`src/rtl/level_meter_hold_if.sv`:
```
// Purpose : carries one window's level result from the decibel-bin stage to the meter.
// Latency : none; this is only a bundle of wires.
// Backpressure: none; the consumer may drop levels itself via freeze.
// Ports   : level_in[3:0] bin index, level_valid one-cycle strobe, freeze hold request.
interface level_meter_hold_if;
  logic [3:0] level_in;
  logic       level_valid;
  logic       freeze;

  modport master (
    output level_in,
    output level_valid,
    output freeze
  );

  modport slave (
    input level_in,
    input level_valid,
    input freeze
  );
endinterface

```
`src/rtl/level_meter_hold.sv`:
```
// Purpose : running-average and peak-hold level meter with overload flag, LED bar and 7-seg drive.
// Latency : accept sampled at edge T, internal state at T+1, registered outputs and update_pulse at T+2.
// Backpressure: none; freeze=1 drops new strobes, in-flight accepts still complete.
// Ports   : clock, resetn (sync, active-low), lvl_if (level_in/level_valid/freeze),
//           avg_level, peak_level, overload, bar_leds, hex_avg, hex_peak, update_pulse.
module level_meter_hold #(
  parameter int AVG_DEPTH    = 4,
  parameter int HOLD_WINDOWS = 6,
  parameter int OVL_COUNT    = 3
) (
  input  logic                     clock,
  input  logic                     resetn,
  level_meter_hold_if.slave        lvl_if,
  output logic [3:0]               avg_level,
  output logic [3:0]               peak_level,
  output logic                     overload,
  output logic [9:0]               bar_leds,
  output logic [6:0]               hex_avg,
  output logic [6:0]               hex_peak,
  output logic                     update_pulse
);

  localparam int LOG2D = $clog2(AVG_DEPTH);
  localparam int SW    = 4 + LOG2D;

  typedef enum logic [1:0] {
    IDLE  = 2'd0,
    HOLD  = 2'd1,
    DECAY = 2'd2
  } peak_state_t;

  function automatic logic [6:0] seg7(input logic [3:0] d);
    logic [6:0] s;
    case (d)
      4'd0:    s = 7'b1000000;
      4'd1:    s = 7'b1111001;
      4'd2:    s = 7'b0100100;
      4'd3:    s = 7'b0110000;
      4'd4:    s = 7'b0011001;
      4'd5:    s = 7'b0010010;
      4'd6:    s = 7'b0000010;
      4'd7:    s = 7'b1111000;
      4'd8:    s = 7'b0000000;
      default: s = 7'b0010000;
    endcase
    return s;
  endfunction

  // Stage 0: capture the accept and clamp the level to 9.
  logic       acc_q;
  logic [3:0] lvl_q;

  always_ff @(posedge clock) begin
    if (!resetn) begin
      acc_q <= 1'b0;
      lvl_q <= 4'd0;
    end else begin
      acc_q <= lvl_if.level_valid & ~lvl_if.freeze;
      lvl_q <= (lvl_if.level_in > 4'd9) ? 4'd9 : lvl_if.level_in;
    end
  end

  // Stage 1: averager, peak FSM, overload counter.
  logic [3:0]       ring [AVG_DEPTH];
  logic [LOG2D-1:0] wpr_q;
  logic [SW-1:0]    sum_q;
  logic [1:0]       ovl_cnt_q;
  logic [1:0]       ovl_cnt_d;
  logic             upd_q;

  peak_state_t state_q, state_d;
  logic [3:0]  peak_q, peak_d;
  logic [3:0]  cnt_q, cnt_d;

  always_ff @(posedge clock) begin
    if (!resetn) begin
      for (int i = 0; i < AVG_DEPTH; i++) ring[i] <= 4'd0;
      wpr_q     <= '0;
      sum_q     <= '0;
      ovl_cnt_q <= 2'd0;
      upd_q     <= 1'b0;
      state_q   <= IDLE;
      peak_q    <= 4'd0;
      cnt_q     <= 4'd0;
    end else begin
      upd_q <= acc_q;
      if (acc_q) begin
        // Slot being overwritten leaves the sum as the new level enters it.
        sum_q       <= sum_q - SW'(ring[wpr_q]) + SW'(lvl_q);
        ring[wpr_q] <= lvl_q;
        // AVG_DEPTH is a power of two, so the pointer wraps naturally.
        wpr_q       <= wpr_q + LOG2D'(1);
        ovl_cnt_q   <= ovl_cnt_d;
        state_q     <= state_d;
        peak_q      <= peak_d;
        cnt_q       <= cnt_d;
      end
    end
  end

  always_comb begin
    ovl_cnt_d = 2'd0;
    if (lvl_q == 4'd9) begin
      ovl_cnt_d = (ovl_cnt_q >= 2'(OVL_COUNT)) ? ovl_cnt_q : ovl_cnt_q + 2'd1;
    end
  end

  // Peak FSM next state; only consulted on an accept.
  always_comb begin
    state_d = state_q;
    peak_d  = peak_q;
    cnt_d   = cnt_q;
    if (lvl_q >= peak_q) begin
      peak_d  = lvl_q;
      cnt_d   = 4'(HOLD_WINDOWS);
      state_d = (lvl_q == 4'd0) ? IDLE : HOLD;
    end else begin
      // IDLE always has peak 0, so a smaller level only arrives in HOLD/DECAY.
      case (state_q)
        HOLD: begin
          if (cnt_q == 4'd1) state_d = DECAY;
          else               cnt_d   = cnt_q - 4'd1;
        end
        DECAY: begin
          peak_d = peak_q - 4'd1;
          if (peak_q == 4'd1) state_d = IDLE;
        end
        default: ;
      endcase
    end
  end

  // Stage 2: derive display values from the stage-1 state and register them.
  logic [3:0] avg_d;
  logic       ovl_d;
  logic [9:0] bar_d;

  always_comb begin
    avg_d = 4'((sum_q + SW'(AVG_DEPTH / 2)) >> LOG2D);
    ovl_d = (ovl_cnt_q >= 2'(OVL_COUNT));
    bar_d = '0;
    for (int i = 0; i < 9; i++) begin
      bar_d[i] = (4'(i) < avg_d) || ((peak_q != 4'd0) && (4'(i) == peak_q - 4'd1));
    end
    bar_d[9] = ovl_d;
  end

  always_ff @(posedge clock) begin
    if (!resetn) begin
      avg_level    <= 4'd0;
      peak_level   <= 4'd0;
      overload     <= 1'b0;
      bar_leds     <= 10'd0;
      hex_avg      <= 7'b1000000;
      hex_peak     <= 7'b1000000;
      update_pulse <= 1'b0;
    end else begin
      update_pulse <= upd_q;
      if (upd_q) begin
        avg_level  <= avg_d;
        peak_level <= peak_q;
        overload   <= ovl_d;
        bar_leds   <= bar_d;
        hex_avg    <= seg7(avg_d);
        hex_peak   <= seg7(peak_q);
      end
    end
  end

endmodule

```
`src/flat_wrapper.sv`:
```
// flat-port wrapper written by rule: the top's interface ports become plain ports
module level_meter_hold_flat 
#(
  parameter int AVG_DEPTH    = 4,
  parameter int HOLD_WINDOWS = 6,
  parameter int OVL_COUNT    = 3
)
  (clock, resetn, avg_level, peak_level, overload, bar_leds, hex_avg, hex_peak, update_pulse, lvl_if_level_in, lvl_if_level_valid, lvl_if_freeze);
  level_meter_hold_if lvl_if_i ();
  input  logic clock;
  input  logic resetn;
  output logic [3:0] avg_level;
  output logic [3:0] peak_level;
  output logic overload;
  output logic [9:0] bar_leds;
  output logic [6:0] hex_avg;
  output logic [6:0] hex_peak;
  output logic update_pulse;
  input wire logic [$bits(lvl_if_i.level_in)-1:0] lvl_if_level_in;
  input wire logic [$bits(lvl_if_i.level_valid)-1:0] lvl_if_level_valid;
  input wire logic [$bits(lvl_if_i.freeze)-1:0] lvl_if_freeze;
  assign lvl_if_i.level_in = lvl_if_level_in;
  assign lvl_if_i.level_valid = lvl_if_level_valid;
  assign lvl_if_i.freeze = lvl_if_freeze;
  level_meter_hold #(.AVG_DEPTH(AVG_DEPTH), .HOLD_WINDOWS(HOLD_WINDOWS), .OVL_COUNT(OVL_COUNT)) u_core (.clock(clock), .resetn(resetn), .lvl_if(lvl_if_i), .avg_level(avg_level), .peak_level(peak_level), .overload(overload), .bar_leds(bar_leds), .hex_avg(hex_avg), .hex_peak(hex_peak), .update_pulse(update_pulse));
endmodule
```
`config.mk`:
```
export PLATFORM = sky130hd
export DESIGN_NAME = level_meter_hold_flat
export DESIGN_NICKNAME = d
export VERILOG_FILES = /design/src/rtl/level_meter_hold_if.sv /design/src/rtl/level_meter_hold.sv /design/src/flat_wrapper.sv
export SDC_FILE = /design/constraint.sdc
export NUM_CORES = 1
export LEC_CHECK = 0
export ABC_AREA = 1
export BUFFER_PORTS_ARGS = -buffer_cell sky130_fd_sc_hd__buf_2
export CELL_PAD_IN_SITES_DETAIL_PLACEMENT = 0
export CELL_PAD_IN_SITES_GLOBAL_PLACEMENT = 2
export CORE_MARGIN = 2
export CORE_UTILIZATION = 37
export CTS_CLUSTER_SIZE = 25
export DETAILED_ROUTE_END_ITERATION = 6
export HOLD_SLACK_MARGIN = 0.06
export PLACE_DENSITY_LB_ADDON = 0.1
export SLEW_MARGIN = 20
export SYNTH_ARGS = -nofsm -noshare
export SYNTH_HDL_FRONTEND = slang
export SYNTH_SLANG_ARGS = --single-unit
export TNS_END_PERCENT = 30
```
`constraint.sdc`:
```
create_clock -name clock -period 5.7 [get_ports clock]
set_input_delay 1.14 -clock clock [delete_from_list [all_inputs] [get_ports clock]]
set_output_delay 1.14 -clock clock [all_outputs]
set_load 0.01 [all_outputs]
```
==> run summary <==
DIE AREA -> 11,400 um^2
die width -> 107 um
Power Density -> 278 nW/um^2
Final Slew Violations -> 0
Worst setup SP type -> register
area leader, netlist -> dfxtp_1
Worst-Skew Late Latency -> 350 ps
hold path cells -> 2
largest net degree at the start of global routing -> 47
vias per cell -> 4.87
clk sinks -> 77
RSZ-0062 raised after global routing -> no
setup TNS -> 0 ps
Post-Syn Area -> 3920 um^2
antenna violations before repair -> 0
share of cells above drive strength 1 -> 14.5%
clock buffer depth -> 2
Achievable Freq -> 375 MHz
CP arrival -> 2930 ps
WS Path Type -> register to register
FF-to-FF End -> u_core.sum_q[5]
# IOs -> 42
met2 wire len -> 4.39 mm
ant diodes -> 0
# H-tree levels -> 3
first-pass GRT wire length -> 16.3 mm
final period utilization -> 46.8%
Remaining DRCs -> 2
DR WL/cell -> 14.1 um
CTS buffer count -> 9
Synth top area share -> 31.2%
Hold Vio Cnt, Final -> 0
Relative slew margins -> 42.5%
I/O Buffers -> 41
WL met3 -> 231 um
via count -> 3,275
Initial DRC Count -> 198
GRT overflow -> 0
CTS root buf -> clkbuf_8
Setup Buffers After CTS -> 0
Tot GR Track Use -> 18.2%
Routed WL -> 9.51 mm
Hold Crit Class -> register to register
Synth area leaders -> dfxtp_1 (31%), edfxtp_1 (12%), ha_1 (8.6%)
Max Clock Skew -> 12.3 ps
VDD IR max -> 0.000114 V
post-synthesis sequential area ratio -> 43.4%
CP max FO -> 9
worst-margin pin slew -> 861 ps
Pwr Total -> 1.23 mW
DIE HEIGHT -> 107 um
Site Rows -> 37
max cap viols -> 0
Post-Syn Nets -> 534
DP HPWL -> 6.85 mm
gpl congestion -> 0.775
#FFs+latches synth -> 77
Post-Route M1 WL -> 4.80 mm
Reg2Reg Depth -> 13
status -> finished, violations left
Starting Density -> 38.0%
hold_sp -> u_core.ovl_cnt_q[1]
number of global-route vias before repair -> 3,285
Worst Path Required -> 5960 ps
Mapped Avg Cell Area -> 7.92 um^2
Post-CTS Resized -> 0
setup slack, reg-to-reg -> 3030 ps
CTS tree -> done
synthesis-to-layout area growth -> 13.2%
Pleak -> 2.01 nW
post-synthesis cell type count -> 37
Initial DRT Pass Iterations -> 7
cts hold-fix bufs -> 0
final number of setup-violating endpoints -> 0
crit path time final -> 2670 ps
top sig layer -> met4
CTS clk-pin slew, worst paths -> 90 ps
Synth Warn # -> 0
core area -> 10,300 um^2
Mapped Cells -> 495
crit end category -> register
failing checks -> design-rule violations
Antenna Nets Post-Route -> 0
nets@finish -> 571
destination of the worst hold path -> u_core.ovl_cnt_q[1]
kinds of logic (layout without fill, tap and decap cells):
group / Yosys count / in the layout / synth area share (%)
AO/OA/AOI/OAI: 95 / 95 / 13.1
buffers and inverters: 79 / 121 / 7.98
XOR/XNOR: 6 / 6 / 1.53
AND/OR/NAND/NOR: 207 / 207 / 23.4
flip-flops: 77 / 77 / 43.4
adder cells (fa/ha/maj): 31 / 31 / 10.7
area by class of cell:
| cell class | count | area (um^2) |
|---|---|---|
| Fill cell | 1112 | 5880 |
| Inverter | 63 | 236 |
| Clock buffer | 13 | 170 |
| Multi-Input combinational cell | 339 | 1910 |
| Timing Repair Buffer | 42 | 213 |
| Sequential cell | 77 | 1700 |
| Clock inverter | 3 | 42.5 |
| Tap cell | 136 | 170 |
worst max-delay path by stage:
stage	cells after the start	endpoint	slack, ps
6_report	13	u_core.sum_q[5]	3030
5_1_grt	12	u_core.sum_q[4]	2780
2_1_floorplan	12	u_core.sum_q[4]	3270
4_1_cts	13	u_core.sum_q[5]	3130
3_3_place_gp	6	u_core.ring[2][0]	2860
3_5_place_dp	6	u_core.ring[0][0]	2770
registers in the layout (all words and copies together), names as in the netlist, 4 cells and up, named ones only:
name               flops
u_core.peak_level      4
u_core.avg_level       4
u_core.hex_peak        7
u_core.cnt_q           4
u_core.ring           16
u_core.lvl_q           4
u_core.peak_q          4
u_core.sum_q           6
u_core.hex_avg         7
u_core.bar_leds       10
routing by layer:
metal	GRT usage, %	vias to the layer above
met4	5.29	0
met2	29.4	34
li1	-	1698
met5	0	-
met3	3.16	7
met1	25.0	1536
worst max-delay path: stages (launching register included):
cell and delay [ps]:
dfxtp_1 460, inv_1 170, o21ai_0 260, o22ai_1 140
fa_1 500, inv_1 40, ha_1 330, nand2_1 100
nand2_1 80, a21oi_1 140, nand3_1 80, nand2_1 100
nand2_1 60, a21oi_1 120
cells in the final DEF (no fill, tap or decap), types with 5 or more instances in the layout:
cell type	synthesis	routed
ha_1	27	27
nor2_1	52	52
inv_1	57	57
dfxtp_1	61	61
o21ai_0	47	47
clkbuf_8	0	10
buf_2	7	41
a21oi_1	31	31
nand3_1	37	37
edfxtp_1	16	16
nor2_2	5	5
nand4_1	8	8
nand2_2	5	5
o22ai_1	5	5
nand2_1	88	88
per-stage QoR:
step                cells  cell area (um^2)  setup slack [ps]  hold slack (ps)  utilization [%]
floorplan             495              3920              3270              442                -
global placement      657              4230              2860              452             40.9
detailed placement    657              4230              2770              461             40.9
CTS                   673              4440              3130              474             43.0
global route          673              4440              2780              508             43.0
finish                673              4440              3030              480             43.0
power breakdown:
group | switching (mW) | internal, mW
sequential | 0.0177 | 0.575
clock | 0.205 | 0.241
combinational | 0.130 | 0.0659
synthesized netlist by cell type:
master and count:
clkinv_1 2, xor2_1 3, inv_1 57, xor2_2 1
nor3_1 4, clkbuf_1 5, o31ai_2 1, buf_4 2
a211oi_1 1, nand4_1 8, or2_1 1, o211ai_1 2
edfxtp_1 16, o31ai_1 3, and3_1 1, nand2_1 88
a21oi_1 31, o21ai_0 47, nand3_1 37, o21ai_1 1
nor2_4 3, inv_2 4, o22ai_1 5, buf_1 2
nand2_2 5, ha_1 27, a22oi_1 1, nor2_1 52
nand3_2 2, nor2_2 5, a31oi_1 2, a21o_1 1
xnor2_1 2, or2_2 1, buf_2 7, fa_1 4
dfxtp_1 61
Note: power is estimated with default switching activity, not from simulation.
